==> config.mk <==
export PLATFORM = sky130hd
export DESIGN_NAME = nco_mix_decim
export DESIGN_NICKNAME = d
export VERILOG_FILES = /design/src/rtl/nco_mix_decim.sv
export SDC_FILE = /design/constraint.sdc
export NUM_CORES = 1
export LEC_CHECK = 0
export CORE_MARGIN = 4
export CORE_UTILIZATION = 55
export DETAILED_ROUTE_END_ITERATION = 16
export PLACE_DENSITY = 0.73
export REMOVE_ABC_BUFFERS = 1
export SYNTH_ARGS = -nofsm -noshare
export SYNTH_HDL_FRONTEND = slang
export SYNTH_SLANG_ARGS = --single-unit
==> constraint.sdc <==
create_clock -name clk -period 11.1 [get_ports clk]
set_clock_uncertainty 0.05 [all_clocks]
set_input_delay 2.22 -clock clk [delete_from_list [all_inputs] [get_ports clk]]
set_output_delay 2.22 -clock clk [all_outputs]
set_load 0.02 [all_outputs]
==> src/rtl/nco_mix_decim.sv <==
// Mixes signed ADC samples with the NCO sine and boxcar-decimates by 2^DEC_LOG2.
// Each dumped sum is shifted, saturated and held in a single-entry valid/ready output buffer.
module nco_mix_decim #(
    parameter int ADC_W    = 14,
    parameter int NCO_W    = 13,
    parameter int DEC_LOG2 = 6,
    parameter int SHIFT    = 15,
    parameter int OUT_W    = 16
) (
    input  logic                    clk,
    input  logic                    reset_n,
    input  logic                    enable,
    input  logic signed [ADC_W-1:0] adc_data,
    input  logic                    adc_valid,
    input  logic signed [NCO_W-1:0] nco_sin,
    input  logic                    nco_valid,
    output logic signed [OUT_W-1:0] out_data,
    output logic                    out_valid,
    input  logic                    out_ready,
    output logic                    overflow,
    output logic                    dropped,
    output logic                    busy
);

    localparam int PROD_W = ADC_W + NCO_W;
    localparam int ACC_W  = PROD_W + DEC_LOG2;

    typedef enum logic {IDLE, ACCUM} state_t;

    state_t                    state_reg, state_next;
    logic signed [PROD_W-1:0]  prod_reg;
    logic                      prod_valid_reg;
    logic signed [ACC_W-1:0]   acc_reg;
    logic [DEC_LOG2-1:0]       cnt_reg;
    logic signed [OUT_W-1:0]   out_data_reg;
    logic                      out_valid_reg;
    logic                      overflow_reg;
    logic                      dropped_reg;

    logic                      accept;
    logic                      abort;
    logic                      dump;
    logic                      fits;
    logic signed [PROD_W-1:0]  prod_next;
    logic signed [ACC_W-1:0]   prod_ext;
    logic signed [ACC_W-1:0]   sum;
    logic signed [ACC_W-1:0]   shifted;
    logic [ACC_W-OUT_W:0]      top_bits;
    logic signed [OUT_W-1:0]   sat_data;

    always_ff @(posedge clk) begin
        if (!reset_n) begin
            state_reg <= IDLE;
        end else begin
            state_reg <= state_next;
        end
    end

    always_comb begin
        state_next = state_reg;
        case (state_reg)
            IDLE:    if (enable)  state_next = ACCUM;
            ACCUM:   if (!enable) state_next = IDLE;
            default: state_next = IDLE;
        endcase
    end

    assign abort     = (state_reg == ACCUM) && !enable;
    assign accept    = (state_reg == ACCUM) && enable && adc_valid && nco_valid;
    assign prod_next = adc_data * nco_sin;

    // Dumped sum uses the incoming product so the accumulator can restart with no gap.
    assign prod_ext = {{DEC_LOG2{prod_reg[PROD_W-1]}}, prod_reg};
    assign sum      = acc_reg + prod_ext;
    assign shifted  = sum >>> SHIFT;
    assign top_bits = shifted[ACC_W-1:OUT_W-1];
    assign fits     = (&top_bits) | ~(|top_bits);
    assign sat_data = fits ? shifted[OUT_W-1:0]
                    : (shifted[ACC_W-1] ? {1'b1, {(OUT_W-1){1'b0}}}
                                        : {1'b0, {(OUT_W-1){1'b1}}});
    assign dump     = prod_valid_reg && !abort && (&cnt_reg);

    always_ff @(posedge clk) begin
        if (!reset_n || abort) begin
            prod_reg       <= '0;
            prod_valid_reg <= 1'b0;
        end else begin
            prod_valid_reg <= accept;
            if (accept) begin
                prod_reg <= prod_next;
            end
        end
    end

    always_ff @(posedge clk) begin
        if (!reset_n || abort) begin
            acc_reg <= '0;
            cnt_reg <= '0;
        end else if (prod_valid_reg) begin
            if (dump) begin
                acc_reg <= '0;
                cnt_reg <= '0;
            end else begin
                acc_reg <= sum;
                cnt_reg <= cnt_reg + 1'b1;
            end
        end
    end

    always_ff @(posedge clk) begin
        if (!reset_n) begin
            out_data_reg  <= '0;
            out_valid_reg <= 1'b0;
            overflow_reg  <= 1'b0;
            dropped_reg   <= 1'b0;
        end else if (dump) begin
            if (!fits) begin
                overflow_reg <= 1'b1;
            end
            if (!out_valid_reg || out_ready) begin
                out_data_reg  <= sat_data;
                out_valid_reg <= 1'b1;
            end else begin
                dropped_reg <= 1'b1;
            end
        end else if (out_valid_reg && out_ready) begin
            out_valid_reg <= 1'b0;
        end
    end

    assign out_data  = out_data_reg;
    assign out_valid = out_valid_reg;
    assign overflow  = overflow_reg;
    assign dropped   = dropped_reg;
    assign busy      = (state_reg == ACCUM);

endmodule

# Word-level counts from Yosys, hierarchy flattened
# Cells that the tools add are included.
dict set report word_totals {
  ff_bits 87
  input_bits 33
  out_inout_bits 20
}
dict set report classes {
  n_reduce_logical 21
  n_eq_ne 1
  mux 8
  bitwise 4
  mul 1
  n_addsub 2
}
# op count
set op_table {}
lappend op_table {{$add A33 B27 Y33} 1}
lappend op_table {{$mux W33} 1}
lappend op_table {{$mux W16} 2}
lappend op_table {{$mul A14 B13 Y27} 1}
lappend op_table {{$reduce_and A2 Y1} 4}
lappend op_table {{$logic_and A1 B1 Y1} 7}
lappend op_table {{$add A6 B1 Y6 const B} 1}
lappend op_table {{$mux W6} 1}
lappend op_table {{$reduce_and A6 Y1} 1}
lappend op_table {{$logic_not A1 Y1} 4}
lappend op_table {{$mux W1} 4}
lappend op_table {{$not A1 Y1} 3}
lappend op_table {{$reduce_and A3 Y1} 1}
lappend op_table {{$reduce_or A3 Y1} 1}
lappend op_table {{$logic_or A1 B1 Y1} 2}
lappend op_table {{$ne A2 B1 Y1 const B} 1}
lappend op_table {{$reduce_bool A2 Y1} 1}
lappend op_table {{$or A1 B1 Y1} 1}

# Longest topological paths before layout
# Gate-level depths: netlist of run 1.
dict set report logic_depth {
  ltp_word 7
  ltp_mapped 23
}

# Worst setup path before layout of run 1
# OpenSTA, ideal clock, no wires.
dict set report synth_path {
  kind {in2reg}
  from {input adc_data[13]}
  to {register prod_reg[25]}
  t_required_ns 10.976
  setup_time_ns 0.074
  arrival_time_ns 7.528
  path_slack_ns 3.448
  path_stages 22
  n_path_buf 1
  path_cell_list {clkbuf_1 -> nand2_1 -> inv_1 -> fa_1 -> inv_1 -> fa_1 -> inv_1 -> fa_1 -> fa_1 -> inv_1 -> fa_1 -> inv_1 -> ha_1 -> ha_1 -> a21o_1 -> a211oi_1 -> o21ai_0 -> a31o_2 -> a21oi_1 -> a21oi_1 -> or4b_2 -> a31oi_1}
}
dict set report synth_between {
  elab_chain_len 1
}
# item line_no
set synth_rtl {}
lappend synth_rtl {{start, declared} 13} ;# input logic signed [ADC_W-1:0] adc_data,
lappend synth_rtl {{$mul A14 B13 Y27} 70} ;# assign prod_next = adc_data * nco_sin;
lappend synth_rtl {{end signal, assigned} 90} ;# prod_reg <= prod_next;
lappend synth_rtl {{end, declared} 31} ;# logic signed [PROD_W-1:0] prod_reg;
# No other way between the ends.
# A chain may end at the register's enable or synchronous reset.

# Final worst setup path of run 1
dict set report layout_path {
  from {input adc_data[7]}
  to {register prod_reg[25]}
}
# The elaborated chain is that of the path after synthesis.

==> summary.md, run 1 <==
| Metric | Value |
|---|---|
| Outcome | complete, no violations |
| Hold WC Path Type | register to register |
| Core Area | 0.02109 mm² |
| P_leak | 6.037 nW |
| Leading area contributor after synthesis | fa_1 |
| Drt initial violations | 539 |
| Total Wirelength | 25280 µm |
| RSZ-0062 raised after global routing | no |
| N_diodes | 0 |
| CP startpoint | adc_data[7] |
| DP Wirelength | 20500 µm |
| Largest net degree at the start of global routing | 63 |
| Min-delay src | prod_reg[21]$_SDFFE_PP0P_ |
| Vias/cell | 5.539 |
| Placed cell areas | 0.01247 mm² |
| Gr busiest metal | met2 |
| Slowest stage delay, CP | 0.66 ns |
| Routed len/inst | 15.44 µm |
| Worst Setup Start Kind | primary input |
| Met2 usage | 0.3787 |
| Post-synth EDFFs | 0 |
| Clock latency on the worst-skew pair | 0.34 ns |
| PwrDens | 267.6 mW/mm² |
| Crit Path Max Fanout | 13 |
| Simple-gate share of the synthesized area | 0.1757 |
| Max-cap check violation count | 0 |
| Mux share of post-synthesis cell area | 0.004450 |
| Top post-synthesis cells by area | fa_1 29%, dfxtp_1 15%, ha_1 11% |
| Fraction of synthesized cell area in xor and xnor cells | 0.04164 |
| Die Span Y | 154.5 µm |
| Post-synth top cells | 194 x inv_1, 174 x fa_1, 160 x nand2_1 |
| Seq/Total Area, Yosys | 0.1475 |
| Syn Area/Cell | 8.755 µm² |
| Die width | 154.5 µm |
| Die footprint | 0.02388 mm² |
| VDD IR max | 0.0002273 V |
| H-Tree Level Count | 3 |
| Clk root buf | clkbuf_16 |
| CP max stage cell | clkdlybuf4s50_1 |
| Critical Path AT | 8.36 ns |
| CP dominant cell by count | fa_1 |
| Compound-gate portion of the synthesized area | 0.1456 |
| Fin crit share | 0.7333 |
| Final hold viol count | 0 |
| Gr ovfl total | 0 |
| Vias | 9068 |
| CTS buffer count | 9 |
| Flops & latches, synth | 87 |
| Final ANT Viol Nets | 0 |
| Nets | 1666 |
| Number of flip-flops in the largest register | 33 |
| Finished Core Util | 0.6044 |
| Top Ports | 53 |
| Area growth, synth to finish | 7.914% |
| Detailed Routing Iterations Pass 1 | 5 |
| Post-CTS Setup Bufs | 0 |
| Reg clk slew, reported paths | 0.06 ns |
| Ys async rst share | 0 |
| GRT Total Usage | 0.2211 |
| Post-cts sizing count | 0 |
| IO buf count | 52 |
| Hold_ws | 0.4114 ns |
| Main flop type after synthesis | dfxtp_1 |
| Synth Cell Area | 0.01181 mm² |
| Initial Util | 0.5600 |
| Fmax | 0.1229 GHz |
| DRC Markers | 0 |
| Antenna violations before repair | 0 |
| Count of different cell masters after synthesis | 76 |
| Yosys top cell area share | 0.2949 |
| M1 GR Usage | 0.3064 |
| Relative slew slack | 0.2624 |
| Largest family of logic cells by synthesized area | adder cells |
| Endpoint class of the critical path | register |
| Adder-cell share of the synthesized area | 0.4030 |
| First-pass GRT wire length | 44140 µm |
| Vias in the first global route | 9200 |
| CTS sink count | 87 |
| Worst R2R Start | prod_reg[0]$_SDFFE_PP0P_ |
| Critical Path RT | 11.32 ns |
| Cts hold-fix bufs | 0 |
| FP Rows | 53 |
| CP Class | primary input to register |
| Setup TNS Final | 0 ns |
| CP Cell Sequence | clkdlybuf4s50_1 > and2_1 > fa_1 > inv_1 > fa_1 > inv_1 > fa_1 > inv_1 > fa_1 > inv_1 > fa_1 > ha_1 > ha_1 > o21ai_0 > a21oi_1 > o211ai_1 > nand2_1 > a31o_2 > a21oi_1 > a21oi_1 > or4b_2 > a31oi_1 |
| Worst setup margin | 2.960 ns |
| Final min period | 8.140 ns |
| Synth warn | 0 |
| Worst Tran Pin Value | 1.100 ns |
| M3 GR Usage | 0.01679 |
| Max-slew violations | 0 |
| Dpl ws | 2.591 ns |
| Gate Count Post-Synth | 1349 |
| Layout cells sized above 1 | 0.03377 |
| Fin area | 0.01274 mm² |
| Top-count cell post-synth | inv_1 |
| Final Wtd Congestion | 0.8851 |
| CTS tree | built |
| Clk buf depth | 2 |
| Final setup fails | 0 |
[worst max-delay path, delay by kind of cell]
kind	cells	cell delay, ns
simple gates	3	1.07
fa+ha+maj	7	3.08
compound gates	7	1.12
buf+inv	5	0.86
[through the flow]
step,total power [W],instances
global route,0.003833,1637
finish,0.003410,1637
CTS,0.003434,1637
global placement,0.003082,1621
detailed placement,0.003127,1621
floorplan,0.002583,1290
[final cells by class]
type	count	area [µm²]
sequential	87	1742
fill	1890	8343
clock buffer	11	242.7
clock inverter	5	33.78
inverter	195	732.0
multi-input combinational	1008	9100
timing repair buffer	56	550.5
tap	275	344.1
[logic make-up (layout without fill, tap and decap cells)]
family          Yosys count  after routing
compound gates          247            247
mux                       5              5
fa+ha+maj               276            276
xor+xnor                 54             54
simple gates            426            426
buf+inv                 254            267
flops                    87             87
[cell usage in the layout (no fill, tap or decap), types with 3 or more instances in the layout]
| cell type | synthesis | routed |
|---|---|---|
| a211oi_1 | 10 | 10 |
| a21boi_0 | 3 | 3 |
| a21o_1 | 22 | 22 |
| a21o_2 | 3 | 3 |
| a21oi_1 | 78 | 78 |
| a221oi_1 | 3 | 3 |
| a22o_1 | 15 | 15 |
| a22oi_1 | 20 | 20 |
| a31oi_1 | 8 | 8 |
| and2_1 | 87 | 87 |
| and3_1 | 8 | 8 |
| and4_1 | 4 | 4 |
| buf_4 | 0 | 4 |
| clkbuf_16 | 0 | 9 |
| clkdlybuf4s50_1 | 0 | 52 |
| dfxtp_1 | 87 | 87 |
| fa_1 | 174 | 174 |
| ha_1 | 102 | 102 |
| inv_1 | 194 | 194 |
| mux2i_1 | 3 | 3 |
| nand2_1 | 160 | 159 |
| nand2b_1 | 15 | 15 |
| nand3_1 | 15 | 15 |
| nand4_1 | 11 | 11 |
| nor2_1 | 75 | 75 |
| nor2b_1 | 15 | 15 |
| nor3_1 | 11 | 11 |
| o2111ai_1 | 3 | 3 |
| o211ai_1 | 8 | 8 |
| o21a_1 | 7 | 7 |
| o21ai_0 | 29 | 29 |
| o21bai_1 | 5 | 5 |
| or2_1 | 8 | 8 |
| or3_1 | 8 | 8 |
| xnor2_1 | 39 | 39 |
| xor2_1 | 14 | 14 |
[path summary, 6_finish.rpt]
kind	cells past startpoint	slack, ns	endpoint
max	22	2.96	prod_reg[25]$_SDFFE_PP0P_
max reg2reg	12	7.74	out_data[3]$_SDFFE_PN0P_
min	2	0.41	prod_reg[21]$_SDFFE_PP0P_
min reg2reg	2	0.41	prod_reg[21]$_SDFFE_PP0P_
[report_power, final]
part,leakage [nW],switching (W),total [W],internal [W]
sequential,0.701,0.0000100,0.000334,0.000324
combinational,5.20,0.00154,0.00280,0.00126
clock,0.132,0.000123,0.000280,0.000157
[routing by layer]
metal	vias up	part of all wire
met2	212	0.47
met1	4418	0.48
li1	4409	-
met5	-	0
met3	29	0.038
met4	0	0.015
Note: power is estimated with default switching activity, not from simulation.
==> inputs of run 2 (changes only) <==
--- a/config.mk
+++ b/config.mk
@@ -8,7 +8,7 @@
 export CORE_MARGIN = 4
 export CORE_UTILIZATION = 55
 export DETAILED_ROUTE_END_ITERATION = 16
-export PLACE_DENSITY = 0.73
+export PLACE_DENSITY = 0.75
 export REMOVE_ABC_BUFFERS = 1
 export SYNTH_ARGS = -nofsm -noshare
 export SYNTH_HDL_FRONTEND = slang
==> constraint.sdc (replaced) <==
create_clock -name clk -period 7.3 [get_ports clk]
set_clock_uncertainty 0.05 [all_clocks]
set_input_delay 1.46 -clock clk [delete_from_list [all_inputs] [get_ports clk]]
set_output_delay 1.46 -clock clk [all_outputs]
set_load 0.02 [all_outputs]
==> summary.md, run 2 (synthesis gave the netlist of run 1 again) <==
| Metric | Value |
|---|---|
| Antenna violations before repair | 0 (unchanged) |
| Clock latency on the worst-skew pair | 0.34 ns (about the same) |
| Total Wirelength | 25230 µm (was 25280 µm) |
| N_diodes | 0 (unchanged) |
| RSZ-0062 raised after global routing | no (unchanged) |
| Clk root buf | clkbuf_16 (unchanged) |
| Core Area | 0.02109 mm² (unchanged) |
| CTS tree | built (unchanged) |
| Detailed Routing Iterations Pass 1 | 5 (unchanged) |
| Drt initial violations | 422 (was 539) |
| Worst Setup Start Kind | primary input (unchanged) |
| Layout cells sized above 1 | 0.08877 (was 0.03377) |
| Die footprint | 0.02388 mm² (unchanged) |
| Hold WC Path Type | register to register (unchanged) |
| Reg clk slew, reported paths | 0.06 ns (about the same) |
| Critical Path RT | 7.52 ns (was 11.32 ns) |
| Relative slew slack | 0.07820 (was 0.2624) |
| GRT Total Usage | 0.2209 (was 0.2211) |
| Final min period | 6.986 ns |
| Vias in the first global route | 9735 (was 9200) |
| Routed len/inst | 14.70 µm (was 15.44 µm) |
| Fmax | 0.1431 GHz |
| Die Span Y | 154.5 µm (unchanged) |
| Hold_ws | 0.4113 ns (was 0.4114 ns) |
| Max-slew violations | 0 (unchanged) |
| P_leak | 6.529 nW (was 6.037 nW) |
| Max-cap check violation count | 0 (unchanged) |
| H-Tree Level Count | 3 (unchanged) |
| Top Ports | 53 (unchanged) |
| Vias | 9318 (was 9068) |
| Final setup fails | 0 (unchanged) |
| VDD IR max | 0.0004314 V (was 0.0002273 V) |
| PwrDens | 440.8 mW/mm² (was 267.6 mW/mm²) |
| Worst Tran Pin Value | 1.348 ns (was 1.100 ns) |
| DP Wirelength | 21040 µm (was 20500 µm) |
| Endpoint class of the critical path | register (unchanged) |
| Outcome | complete, no violations (unchanged) |
| Final ANT Viol Nets | 0 (unchanged) |
| IO buf count | 52 (unchanged) |
| Commonest non-fill, non-tap cell in the layout | inv_1 (unchanged) |
| Final hold viol count | 0 (unchanged) |
| Critical Path AT | 7.21 ns (was 8.36 ns) |
| Final Wtd Congestion | 0.9074 (was 0.8851) |
| Area growth, synth to finish | 13.55% (was 7.914%) |
| CTS buffer count | 9 (unchanged) |
| Vias/cell | 5.427 (was 5.539) |
| Cts hold-fix bufs | 0 (unchanged) |
| Setup TNS Final | 0 ns (unchanged) |
| First-pass GRT wire length | 44590 µm (was 44140 µm) |
| Worst setup margin | 0.3137 ns (was 2.960 ns) |
| FP Rows | 53 (unchanged) |
| Nets | 1746 (was 1666) |
| Initial Util | 0.5600 (unchanged) |
| Finished Core Util | 0.6359 (was 0.6044) |
| Number of flip-flops in the largest register | 33 (unchanged) |
| Post-cts sizing count | 0 (unchanged) |
| Dpl ws | -0.1915 ns (was 2.591 ns) |
| CP Class | primary input to register (unchanged) |
| DRC Markers | 0 (unchanged) |
| Post-CTS Setup Bufs | 0 (unchanged) |
| Largest net degree at the start of global routing | 63 (unchanged) |
| Die width | 154.5 µm (unchanged) |
| Clk buf depth | 2 (unchanged) |
| CTS sink count | 87 (unchanged) |
| Fin crit share | 0.9570 |
| Gr ovfl total | 0 (unchanged) |
| Crit Path Max Fanout | 3 (was 13) |
| Most frequent cells in the layout | 194 x inv_1, 174 x fa_1, 158 x nand2_1, 102 x ha_1 (was 194 x inv_1, 174 x fa_1, 159 x nand2_1, 102 x ha_1) |
run 2: final cells by class:
class	count	area, µm²
clock inverters	5	56.30
multi-input cells	1008	9102
fillers	1800	7677
clock buffers	11	252.7
flip-flops and latches	87	1742
inverters	195	732.0
well taps	275	344.1
repair buffers	136	1181
run 2: per-stage QoR:
step           power, W  cells  instance area [µm²]
2_1_floorplan  0.003928   1290                11570
3_3_place_gp   0.005361   1701                13070
3_5_place_dp   0.005466   1701                13070
4_1_cts        0.005983   1717                13380
5_1_grt        0.006730   1717                13410
6_report       0.005911   1717                13410
run 2: power by group:
part | leakage (nW) | internal [W] | switching, W
registers | 0.701 | 0.000493 | 0.0000152
logic | 5.68 | 0.00250 | 0.00243
clock network | 0.152 | 0.000283 | 0.000191
run 2: path summary, 6_finish.rpt:
check                           cells after the start                 startpoint  slack (ns)                        end
worst max-delay path                               22                adc_data[7]        0.31  prod_reg[25]$_SDFFE_PP0P_
worst min register to register                      2  prod_reg[12]$_SDFFE_PP0P_        0.41  prod_reg[12]$_SDFFE_PP0P_
worst min-delay path                                2  prod_reg[12]$_SDFFE_PP0P_        0.41  prod_reg[12]$_SDFFE_PP0P_
worst max register to register                     10   prod_reg[1]$_SDFFE_PP0P_        3.52   out_data[4]$_SDFFE_PN0P_
run 2: layer usage:
layer	wire, µm	global-route usage	vias up
met3	959	0.02378	30
met2	12550	0.3962	185
met4	406	0.04626	0
li1	-	-	4569
met1	11320	0.2903	4534
met5	0	0	-
run 2: critical path: stages:
cell and delay, ns:
clkdlybuf4s50_1 0.47, and2_1 0.20, fa_1 0.53, inv_1 0.05, fa_1 0.48, inv_1 0.06, fa_1 0.49, inv_1 0.06
fa_1 0.53, inv_1 0.05, fa_1 0.43, ha_1 0.29, ha_1 0.29, o21ai_0 0.14, a21oi_1 0.08, o211ai_1 0.18
nand2_1 0.10, a31o_2 0.26, a21oi_1 0.13, a21oi_1 0.11, or4b_2 0.65, a31oi_1 0.17
